**config.mk**
```make
export PLATFORM = sky130hd
export DESIGN_NAME = display_scan_ctrl_flat
export DESIGN_NICKNAME = d
export VERILOG_FILES = /design/src/rtl/display_scan_if.sv /design/src/rtl/display_scan_ctrl.sv /design/src/flat_wrapper.sv
export SDC_FILE = /design/constraint.sdc
export NUM_CORES = 1
export LEC_CHECK = 0
export ABC_CLOCK_PERIOD_IN_PS = 2800
export CORE_AREA = 2 2 66 68
export CTS_BUF_LIST = sky130_fd_sc_hd__clkbuf_8
export CTS_CLUSTER_DIAMETER = 40
export DETAILED_ROUTE_END_ITERATION = 6
export DIE_AREA = 0 0 68 70
export PLACE_DENSITY_LB_ADDON = 0.1
export SYNTH_ARGS = -nofsm -noshare
export SYNTH_HDL_FRONTEND = slang
export SYNTH_SLANG_ARGS = --single-unit
```
**constraint.sdc**
```tcl
create_clock -name clk -period 2.8 [get_ports clk]
set_clock_uncertainty 0.1 [all_clocks]
set_input_delay 0.7 -clock clk [delete_from_list [all_inputs] [get_ports clk]]
set_output_delay 0.7 -clock clk [all_outputs]
set_load 0.02 [all_outputs]
```
**src/rtl/display_scan_if.sv**
```systemverilog
// Bundle between the stopwatch datapath and the display scan controller:
// the BCD digits it shows and the anode/segment-code drive it produces.
interface display_scan_if #(
  parameter int NUM_DIGITS = 4
);
  // Level signals, no valid/ready: inputs are sampled once per frame, and
  // outputs are registered and change only on clock edges.
  logic [4*NUM_DIGITS-1:0] digits_bcd;
  logic [NUM_DIGITS-1:0]   dp_in;
  logic                    lz_blank;
  logic [3:0]              bcd_out;
  logic [NUM_DIGITS-1:0]   an;
  logic                    dp;
  logic                    frame_tick;

  modport master (
    output digits_bcd, dp_in, lz_blank,
    input  bcd_out, an, dp, frame_tick
  );

  modport slave (
    input  digits_bcd, dp_in, lz_blank,
    output bcd_out, an, dp, frame_tick
  );
endinterface

```
**src/rtl/display_scan_ctrl.sv**
```systemverilog
// Time-multiplexed digit scanner: snapshots the BCD vector once per frame and
// shows one digit per slot, blanking at the start of each slot against ghosting.
module display_scan_ctrl #(
  parameter int NUM_DIGITS   = 4,
  parameter int REFRESH_DIV  = 50000,
  parameter int BLANK_CYCLES = 500
) (
  input  logic           clk,
  input  logic           rst,
  display_scan_if.slave  bus
);
  localparam int CW = (REFRESH_DIV > 1) ? $clog2(REFRESH_DIV) : 1;
  localparam int IW = (NUM_DIGITS > 1) ? $clog2(NUM_DIGITS) : 1;
  localparam logic [CW-1:0] LAST_SLOT = CW'(REFRESH_DIV - 1);
  localparam logic [CW-1:0] BLANK_LIM = CW'(BLANK_CYCLES);
  localparam logic [IW-1:0] LAST_IDX  = IW'(NUM_DIGITS - 1);

  typedef enum logic {PH_BLANK, PH_SHOW} phase_t;

  logic [CW-1:0]           slot_cnt;
  logic [IW-1:0]           idx;
  logic [4*NUM_DIGITS-1:0] snap_bcd;
  logic [NUM_DIGITS-1:0]   snap_dp;

  phase_t                  phase;
  logic                    slot_last;
  logic                    snap_en;
  logic                    upper_zero;
  logic [NUM_DIGITS-1:0]   supp;
  logic [3:0]              cur_digit;
  logic [NUM_DIGITS-1:0]   one_hot;

  assign phase     = (slot_cnt < BLANK_LIM) ? PH_BLANK : PH_SHOW;
  assign slot_last = (slot_cnt == LAST_SLOT);
  assign snap_en   = (slot_cnt == '0) && (idx == '0);
  assign cur_digit = snap_bcd[4*idx +: 4];
  assign one_hot   = {{(NUM_DIGITS-1){1'b0}}, 1'b1} << idx;

  // Digit i is a leading zero when it and every more significant digit are
  // zero; codes A..F count as non-zero. Digit 0 is always shown.
  always_comb begin
    upper_zero = 1'b1;
    supp       = '0;
    for (int i = NUM_DIGITS - 1; i >= 0; i--) begin
      upper_zero = upper_zero & (snap_bcd[4*i +: 4] == 4'h0);
      supp[i]    = bus.lz_blank & upper_zero & (i != 0);
    end
  end

  always_ff @(posedge clk or posedge rst) begin
    if (rst) begin
      slot_cnt <= '0;
      idx      <= '0;
    end else if (slot_last) begin
      slot_cnt <= '0;
      idx      <= (idx == LAST_IDX) ? '0 : idx + IW'(1);
    end else begin
      slot_cnt <= slot_cnt + CW'(1);
    end
  end

  always_ff @(posedge clk or posedge rst) begin
    if (rst) begin
      snap_bcd <= '0;
      snap_dp  <= '0;
    end else if (snap_en) begin
      snap_bcd <= bus.digits_bcd;
      snap_dp  <= bus.dp_in;
    end
  end

  // Outputs are registered from pre-edge state, so nothing reaches the pins
  // combinationally from the inputs.
  always_ff @(posedge clk or posedge rst) begin
    if (rst) begin
      bus.an         <= '1;
      bus.bcd_out    <= 4'hF;
      bus.dp         <= 1'b1;
      bus.frame_tick <= 1'b0;
    end else begin
      if (phase == PH_BLANK) begin
        bus.an      <= '1;
        bus.bcd_out <= 4'hF;
        bus.dp      <= 1'b1;
      end else begin
        bus.an      <= ~one_hot;
        bus.bcd_out <= supp[idx] ? 4'hF : cur_digit;
        bus.dp      <= ~snap_dp[idx];
      end
      bus.frame_tick <= slot_last && (idx == LAST_IDX);
    end
  end
endmodule
```
**src/flat_wrapper.sv**
```systemverilog
// flat-port wrapper written by rule: the top's interface ports become plain ports
module display_scan_ctrl_flat 
#(
  parameter int NUM_DIGITS   = 4,
  parameter int REFRESH_DIV  = 50000,
  parameter int BLANK_CYCLES = 500
)
  (clk, rst, bus_digits_bcd, bus_dp_in, bus_lz_blank, bus_bcd_out, bus_an, bus_dp, bus_frame_tick);
  display_scan_if #(.NUM_DIGITS(NUM_DIGITS)) bus_i ();
  input  logic clk;
  input  logic rst;
  input wire logic [$bits(bus_i.digits_bcd)-1:0] bus_digits_bcd;
  input wire logic [$bits(bus_i.dp_in)-1:0] bus_dp_in;
  input wire logic [$bits(bus_i.lz_blank)-1:0] bus_lz_blank;
  output wire logic [$bits(bus_i.bcd_out)-1:0] bus_bcd_out;
  output wire logic [$bits(bus_i.an)-1:0] bus_an;
  output wire logic [$bits(bus_i.dp)-1:0] bus_dp;
  output wire logic [$bits(bus_i.frame_tick)-1:0] bus_frame_tick;
  assign bus_i.digits_bcd = bus_digits_bcd;
  assign bus_i.dp_in = bus_dp_in;
  assign bus_i.lz_blank = bus_lz_blank;
  assign bus_bcd_out = bus_i.bcd_out;
  assign bus_an = bus_i.an;
  assign bus_dp = bus_i.dp;
  assign bus_frame_tick = bus_i.frame_tick;
  display_scan_ctrl #(.NUM_DIGITS(NUM_DIGITS), .REFRESH_DIV(REFRESH_DIV), .BLANK_CYCLES(BLANK_CYCLES)) u_core (.clk(clk), .rst(rst), .bus(bus_i));
endmodule
```
After elaboration in Yosys (flattened, before gate mapping)
Index checks and enable logic that the tools add are counted.
{ "totals": {"regBits": 48, "input_bits": 23, "word_cells": 40} }
{ "classes": {"add_sub_neg": 2, "magnitude_cmp": 2, "n_eq_ne": 2, "n_shift": 2, "n_mux": 10, "n_bitwise": 7, "n_reduce_logical": 7} }
{ "op_table": {"columns": ["cell", "count"], "rows": [
  ["$add 16x1->16 const B", 1],
  ["$eq 16x16->1 const B", 1],
  ["$logic_not 16->1", 1],
  ["$lt 16x9->1 const B", 1],
  ["$mux 16", 1],
  ["$shiftx 16x5->4", 1],
  ["$logic_not 4->1", 3],
  ["$mux 4", 3],
  ["$and 1x1->1", 5],
  ["$bmux 1 s2", 2],
  ["$not 4->4", 1],
  ["$shl 1x2->4 const A", 1],
  ["$lt 2x3->1 const B", 1],
  ["$mux 1", 3],
  ["$add 2x1->2 const B", 1],
  ["$eq 2x2->1 const B", 1],
  ["$logic_and 1x1->1", 2],
  ["$logic_not 2->1", 1],
  ["$mux 2", 1],
  ["$not 1->1", 1]
]} }

Logic depth before layout (Yosys ltp)
Gate-level depths: netlist of run 1.
{ "depth": {"word_depth": 8, "mapped_depth": 8, "depth_no_buf": 6} }

Least setup slack after synthesis of run 1
OpenSTA, ideal clock, no wires.
{ "synth_timing": {"path_type": "register -> register", "start": "register u_core.idx[0]", "end": "register u_core.snap_bcd[0]", "setup_ns": 0.127, "arrival_ns": 2.145, "t_required_ns": 2.573, "path_slack_ns": 0.427, "stages_incl_launch_ff": 9, "path_buffers": 2, "period_less_slack_ns": 2.373, "cell_sequence": "dfrtp_1 > clkbuf_1 > inv_1 > ha_1 > or4bb_1 > nor4_1 > and2_1 > buf_6 > mux2_1"} }
{ "synth_via": {"elab_chain_cells": 2} }
{ "synth_lines": {"columns": ["item", "line_no", "text"], "rows": [
  ["from (decl)", "display_scan_ctrl.sv:21", "logic [IW-1:0] idx;"],
  ["from (signal assigned)", "display_scan_ctrl.sv:56", "idx <= (idx == LAST_IDX) ? '0 : idx + IW'(1);"],
  ["$logic_not 2->1", "display_scan_ctrl.sv:35", "assign snap_en = (slot_cnt == '0) && (idx == '0);"],
  ["$logic_and 1x1->1", "display_scan_ctrl.sv:35", null],
  ["to (signal assigned)", "display_scan_ctrl.sv:67", "snap_bcd <= bus.digits_bcd;"],
  ["to (decl)", "display_scan_ctrl.sv:22", "logic [4*NUM_DIGITS-1:0] snap_bcd;"]
]} }
No other way between the ends.
A chain may end at the register's enable or synchronous reset.

Worst setup path in the final report of run 1
{ "layout_timing": {"start": "register u_core.idx[1]", "end": "register u_core.snap_bcd[5]"} }
Same word-level chain as after synthesis.

==> results of run 1 <==
## worst paths after layout
kind	end	start	depth (start not counted)	slack [ps]
setup reg to reg	u_core.snap_bcd[5]	u_core.idx[1]	7	330
setup / recovery	u_core.snap_bcd[5]	u_core.idx[1]	7	330
max in group asynchronous	u_core.bus.an[0]	rst	3	1360
hold / removal	u_core.snap_dp[1]	u_core.snap_dp[1]	1	390
min in group asynchronous	u_core.snap_dp[2]	rst	2	640
hold reg to reg	u_core.snap_dp[1]	u_core.snap_dp[1]	1	390
## layer usage
metal  share of wire  track usage
met1            0.48        0.292
met2            0.45        0.258
met3           0.050       0.0435
met4           0.021       0.0867
met5               0            0
## layout make-up
| class | instances | area, um^2 | share of cell area |
|---|---|---|---|
| flip-flops and latches | 48 | 1210 | 0.454 |
| multi-input cells | 107 | 910 | 0.341 |
| repair buffers | 35 | 355 | 0.133 |
| clock buffers | 6 | 82.6 | 0.0309 |
| well taps | 52 | 65.1 | 0.0244 |
| inverters | 10 | 37.5 | 0.0141 |
| clock inverters | 2 | 7.51 | 0.00281 |
## Yosys cell counts (all sizes together), types with 4 or more instances
library cell / number
clkbuf: 4
dfrtp: 39
dfstp: 9
ha: 6
inv: 10
mux2: 22
mux4: 5
nand2: 7
nand3: 11
nand4: 4
nor2: 12
nor3: 4
nor4: 6
xnor2: 9
xor2: 5
## registers in the layout, summed over array words and instances, names as in the netlist
register	count
u_core.bus.frame_tick	1
u_core.bus.an	4
u_core.bus.dp	1
u_core.snap_dp	4
u_core.bus.bcd_out	4
u_core.snap_bcd	16
u_core.idx	2
u_core.slot_cnt	16
## per-stage QoR
| stage | utilization | total power, mW | std cells | hold WS, ps |
|---|---|---|---|---|
| after detailed placement | 0.623 | 0.798 | 252 | 378 |
| after floorplan | - | 0.753 | 171 | 352 |
| final | 0.644 | 1.19 | 260 | 391 |
| after global routing | 0.644 | 1.25 | 260 | 411 |
| after CTS | 0.644 | 1.21 | 260 | 397 |
| after global placement | 0.623 | 0.795 | 252 | 375 |
## power by group through the flow
| stage | Combinational, mW | Sequential, mW | Clock [mW] |
|---|---|---|---|
| 2_1_floorplan | 0.0268 | 0.727 | 0 |
| 3_3_place_gp | 0.0641 | 0.731 | 0 |
| 3_5_place_dp | 0.0670 | 0.731 | 0 |
| 4_1_cts | 0.0672 | 0.717 | 0.421 |
| 5_1_grt | 0.0731 | 0.720 | 0.455 |
| 6_report | 0.0654 | 0.717 | 0.404 |
## cells by family (layout without fill, tap and decap cells)
logic type	count (synthesis)	in the layout	synth area share
mux	27	27	0.166
flops	48	48	0.552
compound gates	4	4	0.0102
buf+inv	16	53	0.0342
fa+ha+maj	6	6	0.0342
xor+xnor	14	14	0.0558
simple gates	56	56	0.148
==> flow_summary.toml, run 1 <==
[clocking]
cts_buffers = 5
clock-root-buffer = "clkbuf_8"
ctsResizeCount = 0
cts_htree_levels = 2
cts_sinks = 48
path_clk_slew_ps = 80
cts_hold_buffers = 0
post_cts_buffers = 0
clockBufferDepth = 2
tritoncts = "built"
worstSkewPairLatency_ps = 300

[setup_path]
path_cells = "inv_1, ha_1, or4bb_1, nor4_1, and2_1, buf_4, mux2_1"
critPathTopFamily = "simple AND/OR/NAND/NOR gates"
worstSetupPathType = "reg2reg"
path_buf_inv = 2
crit_arrival_ps = 2550
slowest_delay_ps = 510
critPathCaptureType = "register"
required_ps = 2880
worst_setup_path_start_kind = "register"
cpMaxStageDelayCell = "dfrtp_1"
crit_fanout = 20

[detailed_routing]
wire_per_inst_um = 14.5
dr.pass1.iters = 4
drt_iter0_markers = 103
ant_nets = 0
drcViolationCount = 0
totalWireLength_mm = 3.76
vias = 1388
vias_per_cell = 5.34

[global_route]
track_usage = 0.191
antenna_found_initial = 0
grt_pass1_vias = 1368
grt_pass1_wl_mm = 6.72
grt_max_degree = 30
grt_overflow = 0

[sta]
tns_ps = 0
relSlewSlack = 0.512
setup_ws_ps = 328
drv_slew = 0
worst_pin_slew_ps = 727
final-setup-viol-count = 0
fin_crit_sh = 0.883
max_freq_mhz = 405
rsz0062_at_grt = "no"
finalHoldViolations = 0
period_needed_ps = 2470

[place]
pre_cts_slack_ps = 328
io_buffers = 32
place_area_mm2 = 0.00258
dpl.hpwl_mm = 2.80
place_congestion = 0.827

[synth]
async_reset_ff_frac = 1.00
synth_cells = 171
synth_area_per_cell_um2 = 12.8
synthDistinctLibCells = 33
yosysTopAreaCell = "dfrtp_1"
netlist_top_cells_area = "dfrtp_1 (44%), dfstp_2 (11%), mux2_1 (10%)"
synth-seq-area-share = 0.552
synth_seq_cells = 48
synth_top_area_frac = 0.444
synthFlopType = "dfrtp_1"
yosysWarningCount = 0
syn_area_mm2 = 0.00220
synth_edf_count = 0
synth_fp_nets = 200

[floorplanning]
fp.dieW_um = 68
start_util = 0.530
rows = 24
io_pins = 33
core_area_mm2 = 0.00414
die_y_um = 70
dieArea_mm2 = 0.00476

[finish]
stdcell_area_mm2 = 0.00267
final_common_cell = "dfrtp_1"
layout-drive-gt1-share = 0.139
fin_nets = 236
area_growth_pct = 21.5
layout_common_cells = "dfrtp_1 (39), clkdlybuf4s50_1 (32), mux2_1 (20), nor2_1 (12)"
fillers = 320
n_antenna_cell = 0

[pwr]
comb_power_share = 0.055
p_sw_mw = 0.243
leakage_nw = 1.11
internal_power_mw = 0.944
switching_share = 0.204
power_per_cell_area_mw_per_mm2 = 445
power.share.sequential = 0.604
clkPwrFrac = 0.341
ir_worst_vdd_mv = 0.270

[worst_hold_path]
hp-class = "reg2reg"

[outcome]
status = "complete, no violations"

[job]
drv_cap = 0
Power figures use the tool's default switching activity.
==> inputs of run 2 (changes only) <==
--- a/config.mk
+++ b/config.mk
@@ -6,12 +6,12 @@
 export NUM_CORES = 1
 export LEC_CHECK = 0
 export ABC_CLOCK_PERIOD_IN_PS = 2800
-export CORE_AREA = 2 2 66 68
+export CORE_AREA = 2 2 97 99
 export CTS_BUF_LIST = sky130_fd_sc_hd__clkbuf_8
 export CTS_CLUSTER_DIAMETER = 40
 export DETAILED_ROUTE_END_ITERATION = 6
-export DIE_AREA = 0 0 68 70
-export PLACE_DENSITY_LB_ADDON = 0.1
+export DIE_AREA = 0 0 99 101
+export PLACE_DENSITY_LB_ADDON = 0.05
 export SYNTH_ARGS = -nofsm -noshare
 export SYNTH_HDL_FRONTEND = slang
 export SYNTH_SLANG_ARGS = --single-unit
==> run 2 against run 1 <==
Effect of this change: via count fell by 0.94%; largest power group unchanged; cell count rose by 23%; fmax increased by 1.1%; critical path depth stayed put; wire length increased by 22%.
==> flow_summary.toml, run 2 (synthesis results as in run 1) <==
[setup_path]
reg2reg_to = "u_core.snap_bcd[3]"
ff2ff_path_depth = 7
crit_start = "u_core.idx[1]"
cpMaxStageDelayCell = "dfrtp_1"
crit_arrival_ps = 2530
crit_fanout = 20
required_ps = 2890
worst_setup_path_start_kind = "register"
path_cells = "inv_1, ha_1, or4bb_1, nor4_1, and2_1, buf_12, mux2_1"
r2r_slack_ps = 360
cp_num_cells = 7
crit_end = "u_core.snap_bcd[3]"
path_buf_inv = 2
worstSetupPathType = "reg2reg"
critPathCaptureType = "register"
critPathTopFamily = "simple AND/OR/NAND/NOR gates"
slowest_delay_ps = 520
r2r-start = "u_core.idx[1]"

[detailed_routing]
drt_iter0_markers = 61
drcViolationCount = 0
totalWireLength_mm = 4.58
vias = 1375
ant_nets = 0
wire_per_inst_um = 14.4
vias_per_cell = 4.31
dr.pass1.iters = 4

[sta]
max_freq_mhz = 409
relSlewSlack = 0.545
fin_crit_sh = 0.873
worst_pin_slew_ps = 678
period_needed_ps = 2440
finalHoldViolations = 0
final-setup-viol-count = 0
drv_slew = 0
tns_ps = 0
setup_ws_ps = 355
rsz0062_at_grt = "no"

[finish]
area_growth_pct = 26.6
layout-drive-gt1-share = 0.154
n_antenna_cell = 0
layout_common_cells = "dfrtp_1 (39), clkdlybuf4s50_1 (32), mux2_1 (20), nor2_1 (12), nand3_1 (11)"
stdcell_area_mm2 = 0.00278
final_common_cell = "dfrtp_1"
final_core_util = 0.310
top_regs = "u_core.slot_cnt x16, u_core.snap_bcd x16"
fin_nets = 236

[floorplanning]
die_y_um = 101
rows = 35
start_util = 0.245
core_area_mm2 = 0.00898
fp.dieW_um = 99
dieArea_mm2 = 0.0100
io_pins = 33

[global_route]
grt_pass1_vias = 1505
antenna_found_initial = 0
grt_pass1_wl_mm = 7.69
track_usage = 0.0981
grt_overflow = 0
grt_max_degree = 49

[clocking]
worstSkewPairLatency_ps = 300
clock-root-buffer = "clkbuf_8"
cts_htree_levels = 2
clockBufferDepth = 2
tritoncts = "built"
ctsResizeCount = 0
path_clk_slew_ps = 100
cts_buffers = 5
post_cts_buffers = 0
cts_hold_buffers = 0
cts_sinks = 48

[outcome]
status = "complete, no violations"

[pwr]
leakage_nw = 1.12
ir_worst_vdd_mv = 0.195
power_per_cell_area_mw_per_mm2 = 467

[place]
place_congestion = 0.736
pre_cts_slack_ps = 359
dpl.hpwl_mm = 3.39
io_buffers = 32
place_area_mm2 = 0.00267

[worst_hold_path]
hp-class = "reg2reg"

[job]
drv_cap = 0
-- run 2: cell count changes in the layout (fill, tap and decap cells not counted) --
| cell | before | now |
|---|---|---|
| inv_2 | 0 | 1 |
| buf_4 | 2 | 1 |
| clkinvlp_4 | 0 | 1 |
| inv_1 | 11 | 9 |
| bufinv_16 | 0 | 1 |
| inv_6 | 0 | 1 |
| clkinv_1 | 1 | 0 |
| buf_12 | 1 | 2 |
| clkbuf_8 | 6 | 5 |
-- run 2: area by class of cell --
cell class | count | area, um^2
Tap cell | 111 | 139
Fill cell | 915 | 6200
Clock inverter | 3 | 46.3
Sequential cell | 48 | 1210
Multi-Input combinational cell | 107 | 910
Clock buffer | 5 | 68.8
Inverter | 10 | 37.5
Timing Repair Buffer | 35 | 368
-- run 2: per-layer routing --
metal	vias to the layer above	global-route usage	wire length, um
met5	-	0	0
met4	0	0.0253	46
met3	5	0.0257	186
met2	26	0.144	2030
met1	673	0.143	2320
li1	671	-	-
-- run 2: metrics by stage --
stage / power [mW] / hold slack (ps) / instances
global placement: 0.798 / 378 / 311
CTS: 1.32 / 399 / 319
floorplan: 0.753 / 352 / 171
global route: 1.36 / 429 / 319
detailed placement: 0.800 / 375 / 311
finish: 1.30 / 392 / 319
-- run 2: power breakdown --
group	internal, mW	switching [mW]	total [mW]
clock	0.269	0.245	0.514
sequential	0.708	0.0107	0.719
combinational	0.0425	0.0231	0.0656
-- run 2: worst min path at each step --
stage | startpoint | end | cells after the start
floorplan | u_core.snap_dp[1] | u_core.snap_dp[1] | 1
global placement | u_core.snap_dp[1] | u_core.snap_dp[1] | 1
detailed placement | u_core.snap_dp[1] | u_core.snap_dp[1] | 1
CTS | u_core.snap_dp[1] | u_core.snap_dp[1] | 1
global route | u_core.snap_dp[1] | u_core.snap_dp[1] | 1
finish | u_core.snap_dp[1] | u_core.snap_dp[1] | 1
